File: src/rtl/twofish_io_pkg.sv
// Shared sizes, state encoding and phase codes for the switch/LED Twofish front end.
package twofish_io_pkg;

  localparam int WORD_W  = 16;
  localparam int BLOCK_W = 128;
  localparam int WORDS   = BLOCK_W / WORD_W;
  localparam int IDX_W   = 3;

  localparam logic [IDX_W-1:0] IDX_LAST = IDX_W'(WORDS - 1);

  typedef enum logic [2:0] {
    S_TEXT  = 3'd0,
    S_KEY   = 3'd1,
    S_START = 3'd2,
    S_WAIT  = 3'd3,
    S_DONE  = 3'd4
  } state_e;

  localparam logic [1:0] PH_TEXT = 2'b00;
  localparam logic [1:0] PH_KEY  = 2'b01;
  localparam logic [1:0] PH_RUN  = 2'b10;
  localparam logic [1:0] PH_DONE = 2'b11;

  // Phase code shown on the LEDs for a given FSM state.
  function automatic logic [1:0] phase_of(input state_e s);
    logic [1:0] ph;
    case (s)
      S_TEXT:  ph = PH_TEXT;
      S_KEY:   ph = PH_KEY;
      S_START: ph = PH_RUN;
      S_WAIT:  ph = PH_RUN;
      S_DONE:  ph = PH_DONE;
      default: ph = PH_TEXT;
    endcase
    return ph;
  endfunction

  // Replace word 'idx' (word 0 is the most significant) of a block with 'w'.
  function automatic logic [BLOCK_W-1:0] put_word(input logic [BLOCK_W-1:0] blk,
                                                  input logic [IDX_W-1:0]   idx,
                                                  input logic [WORD_W-1:0]  w);
    logic [BLOCK_W-1:0] r;
    r = blk;
    for (int i = 0; i < WORDS; i++) begin
      r[BLOCK_W-1-WORD_W*i -: WORD_W] = (idx == IDX_W'(i)) ? w : r[BLOCK_W-1-WORD_W*i -: WORD_W];
    end
    return r;
  endfunction

endpackage

File: src/rtl/switch_block_loader_if.sv
// Handshake and data bundle between the loader and the Twofish core.
interface switch_block_loader_if;

  logic [twofish_io_pkg::BLOCK_W-1:0] text_out;
  logic [twofish_io_pkg::BLOCK_W-1:0] key_out;
  logic                               mode_out;
  logic                               start;
  logic                               busy_in;
  logic                               done_in;

  modport master (
    output text_out, key_out, mode_out, start,
    input  busy_in, done_in
  );

  modport slave (
    input  text_out, key_out, mode_out, start,
    output busy_in, done_in
  );

endinterface

File: src/rtl/btn_edge_sync.sv
// Two-flop synchroniser plus rising-edge detector for a raw push-button.
module btn_edge_sync (
  input  logic clk,
  input  logic reset,
  input  logic btn_raw,
  output logic pulse
);

  logic sync1_q;
  logic sync2_q;
  logic prev_q;

  // Synchronise the button and remember the previous synchronised level.
  always_ff @(posedge clk) begin
    if (reset) begin
      sync1_q <= 1'b0;
      sync2_q <= 1'b0;
      prev_q  <= 1'b0;
    end else begin
      sync1_q <= btn_raw;
      sync2_q <= sync1_q;
      prev_q  <= sync2_q;
    end
  end

  assign pulse = sync2_q & ~prev_q;

endmodule

File: src/rtl/switch_block_loader.sv
// Collects switch words into a text block and key, latches the mode and
// kicks the Twofish core with a one-cycle start pulse.
module switch_block_loader
  import twofish_io_pkg::*;
(
  input  logic                 clk,
  input  logic                 reset,
  input  logic [WORD_W-1:0]    bits,
  input  logic                 step_btn,
  input  logic                 mode_in,
  output logic                 mode_led,
  output logic [4:0]           state_led,
  switch_block_loader_if.master core
);

  logic               step_p;
  logic               mode_p;

  state_e             state_q, state_d;
  logic [IDX_W-1:0]   idx_q,   idx_d;
  logic [BLOCK_W-1:0] text_q,  text_d;
  logic [BLOCK_W-1:0] key_q,   key_d;
  logic               mode_q,  mode_d;
  logic               start_q, start_d;
  logic [4:0]         led_q,   led_d;

  btn_edge_sync u_step_sync (
    .clk     (clk),
    .reset   (reset),
    .btn_raw (step_btn),
    .pulse   (step_p)
  );

  btn_edge_sync u_mode_sync (
    .clk     (clk),
    .reset   (reset),
    .btn_raw (mode_in),
    .pulse   (mode_p)
  );

  // State, index, data and output registers.
  always_ff @(posedge clk) begin
    if (reset) begin
      state_q <= S_TEXT;
      idx_q   <= '0;
      text_q  <= '0;
      key_q   <= '0;
      mode_q  <= 1'b0;
      start_q <= 1'b0;
      led_q   <= 5'b00000;
    end else begin
      state_q <= state_d;
      idx_q   <= idx_d;
      text_q  <= text_d;
      key_q   <= key_d;
      mode_q  <= mode_d;
      start_q <= start_d;
      led_q   <= led_d;
    end
  end

  // Next state and word index.
  always_comb begin
    state_d = state_q;
    idx_d   = idx_q;
    case (state_q)
      S_TEXT, S_KEY: begin
        if (step_p) begin
          if (idx_q == IDX_LAST) begin
            state_d = (state_q == S_TEXT) ? S_KEY : S_START;
            idx_d   = '0;
          end else begin
            idx_d   = idx_q + 3'd1;
          end
        end else begin
          idx_d = idx_q;
        end
      end
      S_START: begin
        if (!core.busy_in) begin
          state_d = S_WAIT;
        end else begin
          state_d = S_START;
        end
        idx_d = '0;
      end
      S_WAIT: begin
        if (core.done_in) begin
          state_d = S_DONE;
        end else begin
          state_d = S_WAIT;
        end
        idx_d = '0;
      end
      S_DONE: begin
        if (step_p) begin
          state_d = S_TEXT;
        end else begin
          state_d = S_DONE;
        end
        idx_d = '0;
      end
      default: begin
        state_d = S_TEXT;
        idx_d   = '0;
      end
    endcase
  end

  // Data capture, mode toggle, start pulse and LED value for the next cycle.
  always_comb begin
    text_d  = text_q;
    key_d   = key_q;
    mode_d  = mode_q;
    start_d = 1'b0;
    case (state_q)
      S_TEXT: begin
        if (step_p) begin
          text_d = put_word(text_q, idx_q, bits);
        end else begin
          text_d = text_q;
        end
        // Mode may only be changed before the first word is entered.
        if (mode_p && (idx_q == 3'd0)) begin
          mode_d = ~mode_q;
        end else begin
          mode_d = mode_q;
        end
      end
      S_KEY: begin
        if (step_p) begin
          key_d = put_word(key_q, idx_q, bits);
        end else begin
          key_d = key_q;
        end
      end
      S_START: begin
        start_d = ~core.busy_in;
      end
      S_WAIT: begin
        start_d = 1'b0;
      end
      S_DONE: begin
        if (step_p) begin
          text_d = '0;
          key_d  = '0;
        end else begin
          text_d = text_q;
          key_d  = key_q;
        end
      end
      default: begin
        text_d = '0;
        key_d  = '0;
        mode_d = 1'b0;
      end
    endcase

    if ((state_d == S_TEXT) || (state_d == S_KEY)) begin
      led_d = {phase_of(state_d), idx_d};
    end else begin
      led_d = {phase_of(state_d), 3'b000};
    end
  end

  assign core.text_out = text_q;
  assign core.key_out  = key_q;
  assign core.mode_out = mode_q;
  assign core.start    = start_q;
  assign mode_led      = mode_q;
  assign state_led     = led_q;

endmodule
File: src/flat_wrapper.sv
// flat-port wrapper written by rule: the top's interface ports become plain ports
module switch_block_loader_flat import twofish_io_pkg::*;
  (clk, reset, bits, step_btn, mode_in, mode_led, state_led, core_text_out, core_key_out, core_mode_out, core_start, core_busy_in, core_done_in);
  switch_block_loader_if core_i ();
  input  logic clk;
  input  logic reset;
  input  logic [WORD_W-1:0] bits;
  input  logic step_btn;
  input  logic mode_in;
  output logic mode_led;
  output logic [4:0] state_led;
  output wire logic [$bits(core_i.text_out)-1:0] core_text_out;
  output wire logic [$bits(core_i.key_out)-1:0] core_key_out;
  output wire logic [$bits(core_i.mode_out)-1:0] core_mode_out;
  output wire logic [$bits(core_i.start)-1:0] core_start;
  input wire logic [$bits(core_i.busy_in)-1:0] core_busy_in;
  input wire logic [$bits(core_i.done_in)-1:0] core_done_in;
  assign core_text_out = core_i.text_out;
  assign core_key_out = core_i.key_out;
  assign core_mode_out = core_i.mode_out;
  assign core_start = core_i.start;
  assign core_i.busy_in = core_busy_in;
  assign core_i.done_in = core_done_in;
  switch_block_loader u_core (.clk(clk), .reset(reset), .bits(bits), .step_btn(step_btn), .mode_in(mode_in), .mode_led(mode_led), .state_led(state_led), .core(core_i));
endmodule
File: config.mk
export PLATFORM = sky130hd
export DESIGN_NAME = switch_block_loader_flat
export DESIGN_NICKNAME = d
export VERILOG_FILES = /design/src/rtl/twofish_io_pkg.sv /design/src/rtl/switch_block_loader_if.sv /design/src/rtl/btn_edge_sync.sv /design/src/rtl/switch_block_loader.sv /design/src/flat_wrapper.sv
export SDC_FILE = /design/constraint.sdc
export NUM_CORES = 1
export LEC_CHECK = 0
export BUFFER_PORTS_ARGS = -buffer_cell sky130_fd_sc_hd__buf_2
export CAP_MARGIN = 25
export CORE_MARGIN = 2
export CORE_UTILIZATION = 48
export DETAILED_ROUTE_END_ITERATION = 10
export PLACE_DENSITY_LB_ADDON = 0.1
export SYNTH_ARGS = -nofsm -noshare
export SYNTH_HDL_FRONTEND = slang
export SYNTH_HIERARCHICAL = 1
export SYNTH_SLANG_ARGS = --single-unit
File: constraint.sdc
create_clock -name clk -period 1.9 [get_ports clk]
set_input_delay 0.095 -clock clk [delete_from_list [all_inputs] [get_ports clk]]
set_output_delay 0.095 -clock clk [all_outputs]
set_load 0.02 [all_outputs]
==> Yosys cells after proc, flatten, opt, wreduce, memory -nomap -nowiden <==
Index checks and enable logic that the tools add are counted.
{ "totals": {"output_inout_bits": 264, "word_cells": 129, "register_bits": 275} }
{ "op_classes": {"reduce_logical": 29, "bitwise_logic": 11, "n_addsub": 1, "muxes": 25, "n_eq_ne": 35} }
{ "op_table": {"columns": ["cell", "n"], "rows": [
  ["128-bit one-hot mux with 3 select lines", 2],
  ["128-bit 2-to-1 mux", 2],
  ["16-bit 2-to-1 mux", 8],
  ["4-bit AND reduction", 16],
  ["2-bit by 1-bit != test with 1-bit output, second input constant", 11],
  ["3-bit 2-to-1 mux", 7],
  ["3-bit by 2-bit equality test with 1-bit output, second input constant", 6],
  ["3-bit equality test, second input constant", 6],
  ["2-bit != test, second input constant", 9],
  ["3-bit one-hot mux with 4 select lines", 1],
  ["3-bit by 1-bit equality test with 1-bit output, second input constant", 3],
  ["3-bit zero test", 3],
  ["1-bit inverter", 9],
  ["2-bit OR reduction", 4],
  ["2-bit one-hot mux with 3 select lines", 1],
  ["3-bit OR reduction", 2],
  ["4-bit OR reduction", 1],
  ["3-bit by 1-bit adder with 3-bit output, second input constant", 1],
  ["1-bit bitwise AND", 2],
  ["1-bit 2-to-1 mux", 2],
  ["2-bit 2-to-1 mux", 1],
  ["1-bit one-hot mux with 2 select lines", 1],
  ["2-bit AND reduction", 1],
  ["1-bit logical AND", 1],
  ["1-bit logical OR", 1]
]} }

==> Logic depth before layout (Yosys ltp) <==
Gate-level depths: netlist (run 1).
{ "logic_depth": {"depth_word": 9, "ltp_mapped": 7} }

==> Hierarchy <==
Netlist (run 1), hierarchy kept.
{ "by_module_without_submodules": {"columns": ["module", "cells_per_inst", "n_inst", "seq_area_each_um2", "area_each_um2"], "rows": [
  ["switch_block_loader", 977, 1, 5385.2, 10861.7],
  ["btn_edge_sync", 7, 2, 60.1, 87.6]
]} }

==> Worst setup path after synthesis (run 1) <==
No wires, ideal clock.
{ "synth_timing": {"path_kind": "register -> register", "start": "reg u_core.idx_q[0]", "end": "reg u_core.text_q[118] (netlist: u_core/core.text_out[118])", "setup_ps": 89, "period_less_slack_ps": 1907, "t_arrival_ps": 1818, "stages_incl_launch_ff": 8, "slack_ps": -7, "required_time_ps": 1811, "cell_sequence": "dfxtp_1 -> inv_1 -> ha_1 -> or4b_4 -> and2_1 -> buf_6 -> buf_6 -> o32ai_2"} }
{ "synth_via": {"elab_chain_cells": 3} }
{ "synth_rtl": {"columns": ["item", "line_no", "rtl"], "rows": [
  ["start, declared", "switch_block_loader.sv:20", "logic [IDX_W-1:0] idx_q, idx_d;"],
  ["start signal, assigned", "switch_block_loader.sv:53", "idx_q <= idx_d;"],
  ["3-bit zero test", "twofish_io_pkg.sv:45", "r[BLOCK_W-1-WORD_W*i -: WORD_W] = (idx == IDX_W'(i)) ? w : r[BLOCK_W-1-WORD_W*i -: WORD_W];"],
  ["2-bit != test (no line)", null, null],
  ["4-bit AND reduction (no line)", null, null],
  ["end signal, assigned", "switch_block_loader.sv:54", "text_q <= text_d;"],
  ["end, declared", "switch_block_loader.sv:21", "logic [BLOCK_W-1:0] text_q, text_d;"]
]} }
Every way passes these cells.
A chain may end at the register's enable or synchronous reset.

==> Worst setup path after layout (run 1) <==
{ "layout_timing": {"start": "reg u_core.state_q[2]", "end": "reg u_core.key_q[5] (netlist: u_core/core.key_out[5])"} }
{ "layout_via": {"elab_chain_cells": 4, "elab_cells_between_ends": 12} }
{ "layout_rtl": {"columns": ["item", "line_no", "rtl"], "rows": [
  ["start, declared", "switch_block_loader.sv:19", "state_e state_q, state_d;"],
  ["start signal, assigned", "switch_block_loader.sv:52", "state_q <= state_d;"],
  ["3-bit by 2-bit equality test with 1-bit output / 3-bit zero test (equally long branches)", "switch_block_loader.sv:116", "case (state_q)"],
  ["3-bit OR reduction (no line)", null, null],
  ["1-bit inverter (no line)", null, null],
  ["4-bit AND reduction (no line)", null, null],
  ["end signal, assigned", "switch_block_loader.sv:55", "key_q <= key_d;"],
  ["end, declared", "switch_block_loader.sv:22", "logic [BLOCK_W-1:0] key_q, key_d;"]
]} }
Parallel ways exist; a longest one is shown, timed or not.

==> flow_metrics.py, run 1 <==
metrics = {
    "run_status": {
        "status": "finished, final reports clean",
    },
    "yosys": {
        "avgSynthCellArea_um2": 11.1,
        "async_reset_ff_share_pct": 0,
        "synth-simple-area-share_pct": 19.0,
        "syn_inst": 991,
        "synth_area_mm2": 0.0110,
        "synth-edff-count": 0,
        "seq_area_frac_synth_pct": 49.9,
        "ys_warn_count": 6,
        "yosys.area_share.xor_xnor_pct": 0.159,
        "syn-num-nets": 1019,
        "synth_mux_area_share_pct": 16.1,
        "synthAdderAreaFrac_pct": 0.680,
        "synth_cell_types": 50,
        "ys_seq_elements": 275,
        "synthFlopType": "dfxtp_1",
        "synth_top_family_by_area": "simple AND/OR/NAND/NOR gates",
        "synth_compound_area_share_pct": 9.98,
    },
    "final_layout": {
        "area_growth_pct": 28.5,
        "fill_cells": 1886,
        "final_common_cell": "buf_2",
        "diodes": 0,
        "drive_gt1_share_pct": 32.5,
        "nets": 1315,
        "final_cell_mix": "buf_2, dfxtp_1, nand2b_1, mux2i_1, o32ai_1",
    },
    "timing": {
        "drv_slew": 0,
        "tightest_slew_ns": 0.580,
        "layout_setup_ws_ns": 0.0474,
        "period_share_pct": 97.5,
        "finalHoldViolations": 0,
        "max_slew_margin_pct": 61.3,
        "fmax_mhz": 540,
        "hold_ws_ns": 0.00462,
        "fin_crit_ns": 1.85,
        "skew_ns": 0.0122,
        "finalSetupViolCount": 0,
        "rsz0062_at_grt": "false",
    },
    "power": {
        "p_per_area_mw_per_mm2": 864,
        "peakVddDrop_mv": 0.595,
        "leakagePower_nw": 7.06,
    },
    "grt": {
        "grt_pass1_wl_um": 48900,
        "first_global_vias": 8115,
        "grt_max_degree": 155,
        "antenna_found_initial": 0,
        "grt_usage_pct": 26.0,
        "grt_overflow": 0,
    },
    "clock_tree": {
        "htreeDepth": 1,
        "clk_pin_slew_worst_paths_ns": 0.06,
        "cts_root_buffer": "clkbuf_16",
        "numClockSinks": 275,
        "clockBufferDepth": 3,
        "cts_tree": "built",
        "post_cts_buffers": 0,
        "cts_buffers": 28,
        "clk_latency_ns": 0.55,
    },
    "hold_path": {
        "hold_start": "bits[13]",
        "hp-class": "primary input to flop",
        "hold_depth": 3,
    },
    "critical_path": {
        "timing.rr.start": "u_core/state_q[2]",
        "rr_worst_depth": 5,
        "crit_path_start_kind": "flop",
        "worst_ep_arrival_time_ns": 2.32,
        "cp_common_cell": "buf_4",
        "path_delay_family": "simple AND/OR/NAND/NOR gates",
        "path_buf_inv": 2,
        "crit_path_end_kind": "flop",
        "crit_required_ns": 2.37,
        "crit_cells": 5,
        "cp_slowest_cell": "dfxtp_1",
        "crit_fanout": 16,
        "crit_chain": "buf_4 > nor4b_4 > buf_4 > nand2_1 > o2bb2ai_1",
        "slowest_delay_ns": 0.43,
        "r2r_slack_ns": 0.05,
        "crit_start": "u_core/state_q[2]",
        "path_class": "flop to flop",
    },
    "route": {
        "first_pass_iters": 5,
        "ant_nets": 0,
        "vias": 8455,
        "drt-initial-drc-count": 575,
        "drc": 0,
        "wl_per_cell_um": 20.5,
        "routed_wl_um": 32700,
        "vias_per_cell": 5.30,
    },
    "floorplan": {
        "die-area_mm2": 0.0242,
        "io_pins": 286,
        "initial_core_util_pct": 48.9,
        "design.core.area_mm2": 0.0226,
        "die_w_um": 156,
        "dieHeight_um": 156,
        "rows": 55,
    },
    "placed_design": {
        "post-place-ws_ns": -0.00187,
        "place_congestion": 0.840,
        "port_buffers": 285,
        "hpwl_um": 21700,
    },
    "run": {
        "maxCapViolations": 0,
    },
}
-- tightest hold or removal path, cell delays in order --
cell and delay, ns:
buf_2 0.14, nand2_1 0.17, mux2i_1 0.09
-- final timing paths --
| check | end |
|---|---|
| worst max register to register | u_core/core.key_out[5] |
| worst min register to register | u_core/u_mode_sync/sync2_q |
| worst max-delay path | u_core/core.key_out[5] |
| worst min-delay path | u_core/core.text_out[109] |
-- cells in the mapped netlist, types with 4 or more instances --
master	count	area [µm²]
dfxtp_1	275	5510
inv_1	7	26.3
mux2i_1	178	1780
buf_4	10	75.1
o32ai_2	10	163
nor2_1	5	18.8
ha_1	6	75.1
nand3b_1	16	120
o21ai_2	5	43.8
o2bb2ai_1	16	140
a41oi_4	6	165
nor2b_1	8	50.1
a21oi_1	6	30.0
nand2_1	50	188
clkbuf_1	41	154
buf_6	10	113
o32ai_1	54	473
and2_1	4	25.0
nand2b_1	224	1400
buf_2	19	95.1
-- final cells by class --
type / count / area, µm² / area share, %
Clock inverter: 13 / 183 / 1.29
Inverter: 7 / 26.3 / 0.185
Clock buffer: 39 / 822 / 5.80
Tap cell: 285 / 357 / 2.52
Sequential cell: 275 / 5510 / 38.8
Multi-Input combinational cell: 629 / 5120 / 36.1
Timing Repair Buffer: 346 / 2170 / 15.3
-- layer usage --
metal  global-route usage [%]  part of all wire [%]
met5                        0                     0
met4                     6.60                   2.1
met3                     6.86                   7.8
met2                     40.3                    44
met1                     36.2                    46
-- through the flow --
| step | utilization, % | instance area (µm²) | total power [mW] | cells | TNS (ns) |
|---|---|---|---|---|---|
| finish | 62.8 | 14200 | 12.2 | 1594 | 0 |
| global route | 62.8 | 14200 | 12.6 | 1594 | 0 |
| CTS | 62.5 | 14100 | 12.3 | 1593 | 0 |
| detailed placement | 57.4 | 13000 | 6.43 | 1526 | -0.00187 |
| global placement | 57.4 | 12900 | 6.43 | 1525 | -0.00125 |
| floorplan | - | 11000 | 6.25 | 991 | 0 |
-- cells by family after synthesis --
logic type / Yosys count
flip-flops: 275
multiplexers: 178
AND/OR/NAND/NOR: 335
XOR/XNOR: 2
AO/OA/AOI/OAI: 108
adder cells (fa/ha/maj): 6
buffers and inverters: 87
-- state kept, by name (all words and copies together), names as in the netlist --
register / count
u_core/u_mode_sync/prev_q: 1
u_core/state_q: 3
u_core/core.start: 1
u_core/core.mode_out: 1
u_core/u_mode_sync/sync2_q: 1
u_core/u_step_sync/sync2_q: 1
u_core/state_led: 5
u_core/u_step_sync/sync1_q: 1
u_core/idx_q: 3
u_core/core.text_out: 128
u_core/u_mode_sync/sync1_q: 1
u_core/u_step_sync/prev_q: 1
u_core/core.key_out: 128
-- where the power goes --
part           internal (mW)  total [mW]  switching [mW]
Sequential              5.79        5.81          0.0174
Combinational          0.215       0.526           0.311
Clock                   3.56        5.91            2.35
-- what timing repair did --
action / in CTS / in global routing
setup endpoints to repair: 9 / 74
gates resized for setup: 2 / 13
cloned: 0 / 1
pin swaps: 0 / 0
endpoints found under the hold margin: 50 / 0
hold buffers: 15 / 0
(Power assumes the default switching activity.)
==> inputs of run 2 (changes only) <==
--- a/config.mk
+++ b/config.mk
@@ -11,6 +11,7 @@
 export CORE_UTILIZATION = 48
 export DETAILED_ROUTE_END_ITERATION = 10
 export PLACE_DENSITY_LB_ADDON = 0.1
+export REMOVE_ABC_BUFFERS = 1
 export SYNTH_ARGS = -nofsm -noshare
 export SYNTH_HDL_FRONTEND = slang
 export SYNTH_HIERARCHICAL = 1
==> flow_metrics.py, run 2 (same netlist as run 1, synthesis figures left out) <==
metrics = {
    "floorplan": {
        "dieHeight_um": 156,
        "die-area_mm2": 0.0242,
        "design.core.area_mm2": 0.0226,
        "initial_core_util_pct": 48.9,
        "die_w_um": 156,
        "io_pins": 286,
        "rows": 55,
    },
    "critical_path": {
        "crit_required_ns": 2.35,
        "reg2reg_to": "u_core/core.text_out[116]",
        "crit_path_end_kind": "flop",
        "worst_ep_arrival_time_ns": 2.32,
        "crit_path_end": "u_core/core.text_out[116]",
        "r2r_slack_ns": 0.03,
        "path_class": "flop to flop",
        "crit_fanout": 26,
        "rr_worst_depth": 5,
        "crit_start": "u_core/state_q[0]",
        "crit_path_start_kind": "flop",
        "timing.rr.start": "u_core/state_q[0]",
    },
    "power": {
        "p_per_area_mw_per_mm2": 875,
        "leakagePower_nw": 7.12,
        "finalPower_mw": 12.5,
        "peakVddDrop_mv": 0.683,
    },
    "final_layout": {
        "diodes": 0,
        "area_growth_pct": 29.5,
        "nets": 1325,
        "seqCellArea_mm2": 0.00551,
        "final_cell_mix": "buf_2, dfxtp_1, nand2b_1, mux2i_1, o32ai_1",
        "drive_gt1_share_pct": 32.4,
        "final_common_cell": "buf_2",
        "fill_cells": 1935,
        "multi_input_area_mm2": 0.00514,
    },
    "route": {
        "first_pass_iters": 4,
        "vias_per_cell": 5.26,
        "ant_nets": 0,
        "wl_per_cell_um": 19.4,
        "vias": 8440,
        "routed_wl_um": 31100,
        "drc": 0,
        "drt-initial-drc-count": 469,
    },
    "clock_tree": {
        "clk_latency_ns": 0.54,
        "cts_buffers": 30,
        "htreeDepth": 1,
        "clk_pin_slew_worst_paths_ns": 0.06,
        "numClockSinks": 275,
        "cts_root_buffer": "clkbuf_16",
        "clockBufferDepth": 3,
        "cts_tree": "built",
    },
    "timing": {
        "max_slew_margin_pct": 45.4,
        "period_share_pct": 98.4,
        "finalHoldViolations": 0,
        "rsz0062_at_grt": "false",
        "tightest_slew_ns": 0.820,
        "fmax_mhz": 535,
        "setup_tns_ns": 0,
        "skew_ns": 0.00788,
        "drv_slew": 0,
        "finalSetupViolCount": 0,
        "fin_crit_ns": 1.87,
    },
    "grt": {
        "first_global_vias": 8314,
        "grt_pass1_wl_um": 47400,
        "grt_overflow": 0,
        "grt_usage_pct": 24.7,
        "grt_max_degree": 239,
        "antenna_found_initial": 0,
    },
    "placed_design": {
        "port_buffers": 285,
        "hpwl_um": 20700,
        "place_congestion": 0.834,
    },
    "run": {
        "maxCapViolations": 0,
    },
    "run_status": {
        "status": "finished, final reports clean",
    },
    "hold_path": {
        "hp-class": "primary input to flop",
    },
}
-- run 2: routing by layer --
metal | up-vias | global-route usage (%) | routed length (µm) | share of wire, %
met5 | - | 0 | 0 | 0
met4 | 0 | 6.51 | 800 | 2.6
met3 | 45 | 5.50 | 2020 | 6.5
met2 | 268 | 39.7 | 14300 | 46
met1 | 4038 | 33.8 | 13900 | 45
li1 | 4089 | - | - | -
-- run 2: where the power goes --
group | internal [mW] | leakage [nW] | switching [mW]
sequential | 5.79 | 2.22 | 0.0167
clock | 3.80 | 0.525 | 2.37
combinational | 0.222 | 4.37 | 0.305
total | 9.82 | 7.12 | 2.69
-- run 2: stage by stage --
stage / setup WS (ns) / area, µm² / hold slack [ns] / std cells / utilization, %
after global placement: -0.0298 / 12900 / 0.285 / 1524 / 57.2
after detailed placement: -0.0718 / 12900 / 0.278 / 1525 / 57.3
after global routing: 0.00123 / 14300 / 0.315 / 1606 / 63.3
after floorplan: -0.569 / 10600 / 0.164 / 911 / -
final: 0.0303 / 14300 / 0.315 / 1606 / 63.3
after CTS: 0.00254 / 14200 / 0.305 / 1603 / 63.0
-- run 2: worst min-delay path by stage --
| stage | end | slack [ns] | cells past startpoint | startpoint |
|---|---|---|---|---|
| 3_5_place_dp | u_core/core.start | 0.28 | 2 | core_busy_in |
| 2_1_floorplan | u_core/core.mode_out | 0.16 | 1 | reset |
| 3_3_place_gp | u_core/core.start | 0.29 | 2 | core_busy_in |
| 6_report | u_core/u_step_sync/sync1_q | 0.31 | 3 | step_btn |
| 4_1_cts | u_core/u_step_sync/sync1_q | 0.31 | 3 | step_btn |
| 5_1_grt | u_core/u_step_sync/sync1_q | 0.31 | 3 | step_btn |
-- run 2: layout make-up --
class / count / area share [%]
tap: 285 / 2.49
multi-input combinational: 630 / 36.0
inverter: 7 / 0.184
sequential: 275 / 38.5
clock buffer: 38 / 5.89
timing repair buffer: 353 / 15.4
clock inverter: 18 / 1.56
-- run 2: what timing repair did --
item | in CTS | in global routing
setup endpoints to repair | 20 | 56
setup buffers | 0 | 2
gates resized for setup | 3 | 9
pin swaps | 0 | 1
endpoints found under the hold margin | 102 | 0
cloned | 0 | 1
hold buffers | 22 | 0
-- run 2: worst max-delay path, stage by stage, from the launching register on --
cell and delay [ns]:
dfxtp_1 0.31, buf_4 0.23, or4b_4 0.58, and2_1 0.21, buf_12 0.16, o32ai_1 0.26
==> inputs of run 3 (changes only) <==
--- a/config.mk
+++ b/config.mk
@@ -7,8 +7,10 @@
 export LEC_CHECK = 0
 export BUFFER_PORTS_ARGS = -buffer_cell sky130_fd_sc_hd__buf_2
 export CAP_MARGIN = 25
+export CELL_PAD_IN_SITES_DETAIL_PLACEMENT = 1
+export CELL_PAD_IN_SITES_GLOBAL_PLACEMENT = 2
 export CORE_MARGIN = 2
-export CORE_UTILIZATION = 48
+export CORE_UTILIZATION = 30
 export DETAILED_ROUTE_END_ITERATION = 10
 export PLACE_DENSITY_LB_ADDON = 0.1
 export REMOVE_ABC_BUFFERS = 1
==> flow_metrics.py, run 3 (same netlist as run 1, synthesis figures left out) <==
metrics = {
    "run_status": {
        "status": "finished, final reports clean",
    },
    "critical_path": {
        "crit_required_ns": 2.29,
        "crit_path_end_kind": "flop",
        "crit_path_start_kind": "flop",
        "worst_ep_arrival_time_ns": 2.26,
        "path_class": "flop to flop",
        "crit_fanout": 8,
    },
    "floorplan": {
        "initial_core_util_pct": 30.3,
        "io_pins": 286,
        "die-area_mm2": 0.0383,
        "die_w_um": 196,
        "dieHeight_um": 196,
        "design.core.area_mm2": 0.0364,
        "rows": 70,
    },
    "placed_design": {
        "post-place-ws_ns": -0.0944,
        "place_congestion": 0.735,
        "place_area_mm2": 0.0132,
        "place_inst": 1715,
        "port_buffers": 285,
        "hpwl_um": 26200,
    },
    "timing": {
        "setup_tns_ns": 0,
        "skew_ns": 0.0108,
        "finalHoldViolations": 0,
        "drv_slew": 0,
        "rsz0062_at_grt": "false",
        "finalSetupViolCount": 0,
        "hold_ws_ns": 0.0269,
        "tightest_slew_ns": 0.716,
        "fin_crit_ns": 1.87,
        "fmax_mhz": 536,
        "period_share_pct": 98.2,
        "max_slew_margin_pct": 52.2,
        "layout_setup_ws_ns": 0.0348,
    },
    "clock_tree": {
        "clk_latency_ns": 0.52,
        "clockBufferDepth": 3,
        "htreeDepth": 2,
        "cts_buffers": 34,
        "cts_tree": "built",
        "cts_root_buffer": "clkbuf_16",
        "clk_pin_slew_worst_paths_ns": 0.06,
        "numClockSinks": 275,
    },
    "grt": {
        "grt_max_degree": 110,
        "grt_pass1_wl_um": 56400,
        "grt_overflow": 0,
        "first_global_vias": 8760,
        "grt_usage_pct": 19.4,
        "antenna_found_initial": 0,
    },
    "route": {
        "routed_wl_um": 38100,
        "wl_per_cell_um": 21.4,
        "vias_per_cell": 4.75,
        "first_pass_iters": 4,
        "vias": 8467,
        "drc": 0,
        "ant_nets": 0,
        "drt-initial-drc-count": 265,
    },
    "final_layout": {
        "finalNonFillerCells": 1783,
        "final_cell_mix": "buf_2, dfxtp_1, nand2b_1, mux2i_1",
        "final_common_cell": "buf_2",
        "finish.instance_area_mm2": 0.0144,
        "final_util_pct": 39.6,
        "diodes": 0,
        "area_growth_pct": 30.8,
        "drive_gt1_share_pct": 32.9,
        "nets": 1321,
    },
    "power": {
        "finalPower_mw": 12.4,
        "peakVddDrop_mv": 0.425,
        "p_per_area_mw_per_mm2": 857,
        "leakagePower_nw": 7.08,
    },
    "hold_path": {
        "hp-class": "primary input to flop",
    },
    "run": {
        "maxCapViolations": 0,
    },
}
## run 3: changes by cell type in the layout (fill, tap and decap cells not counted), sizes merged
cell         before  now
clkinv           10    5
inv               7    8
clkinvlp          3    0
dlygate4sd3      22    7
clkbuf           38   53
o31ai             2    1
bufinv            5    0
buf             331  338
## run 3: critical path, stage by stage, from the launching register on
cell and delay, ns:
dfxtp_4 0.36, ha_2 0.21, ha_4 0.17, or4b_4 0.54, o31ai_4 0.13, clkbuf_16 0.25
o2bb2ai_1 0.07
## run 3: final cells by class
class | count | area [µm²]
Clock buffer | 52 | 980
Clock inverter | 6 | 33.8
Fill cell | 4088 | 22000
Inverter | 7 | 26.3
Multi-Input combinational cell | 629 | 5150
Sequential cell | 275 | 5510
Tap cell | 468 | 586
Timing Repair Buffer | 346 | 2150
## run 3: per-layer routing
| metal | up-vias | part of all wire (%) | routed length, µm | GRT usage [%] |
|---|---|---|---|---|
| li1 | 4062 | - | - | - |
| met1 | 4166 | 46 | 17500 | 25.5 |
| met2 | 203 | 46 | 17400 | 31.4 |
| met3 | 36 | 7.1 | 2690 | 6.15 |
| met4 | 0 | 1.4 | 552 | 4.21 |
| met5 | - | 0 | 0 | 0 |
## run 3: what timing repair did
item | CTS | global route
cloned | 0 | 1
setup endpoints to repair | 16 | 84
endpoints found under the hold margin | 12 | 0
hold buffers | 7 | 0
pin swaps | 1 | 1
gates resized for setup | 1 | 19
buffers inserted | 1 | 0
## run 3: power breakdown
part / internal [mW] / total [mW] / switching (mW)
sequential: 5.79 / 5.81 / 0.0178
clock: 3.54 / 6.03 / 2.49
combinational: 0.202 / 0.529 / 0.327
## run 3: path summary, 6_finish.rpt
| path | cells past startpoint | slack (ns) | endpoint | start |
|---|---|---|---|---|
| max | 6 | 0.03 | u_core/core.key_out[14] | u_core/idx_q[0] |
| min reg2reg | 1 | 0.44 | u_core/u_mode_sync/sync2_q | u_core/u_mode_sync/sync1_q |
| max reg2reg | 6 | 0.03 | u_core/core.key_out[14] | u_core/idx_q[0] |
| min | 2 | 0.03 | u_core/core.text_out[25] | reset |
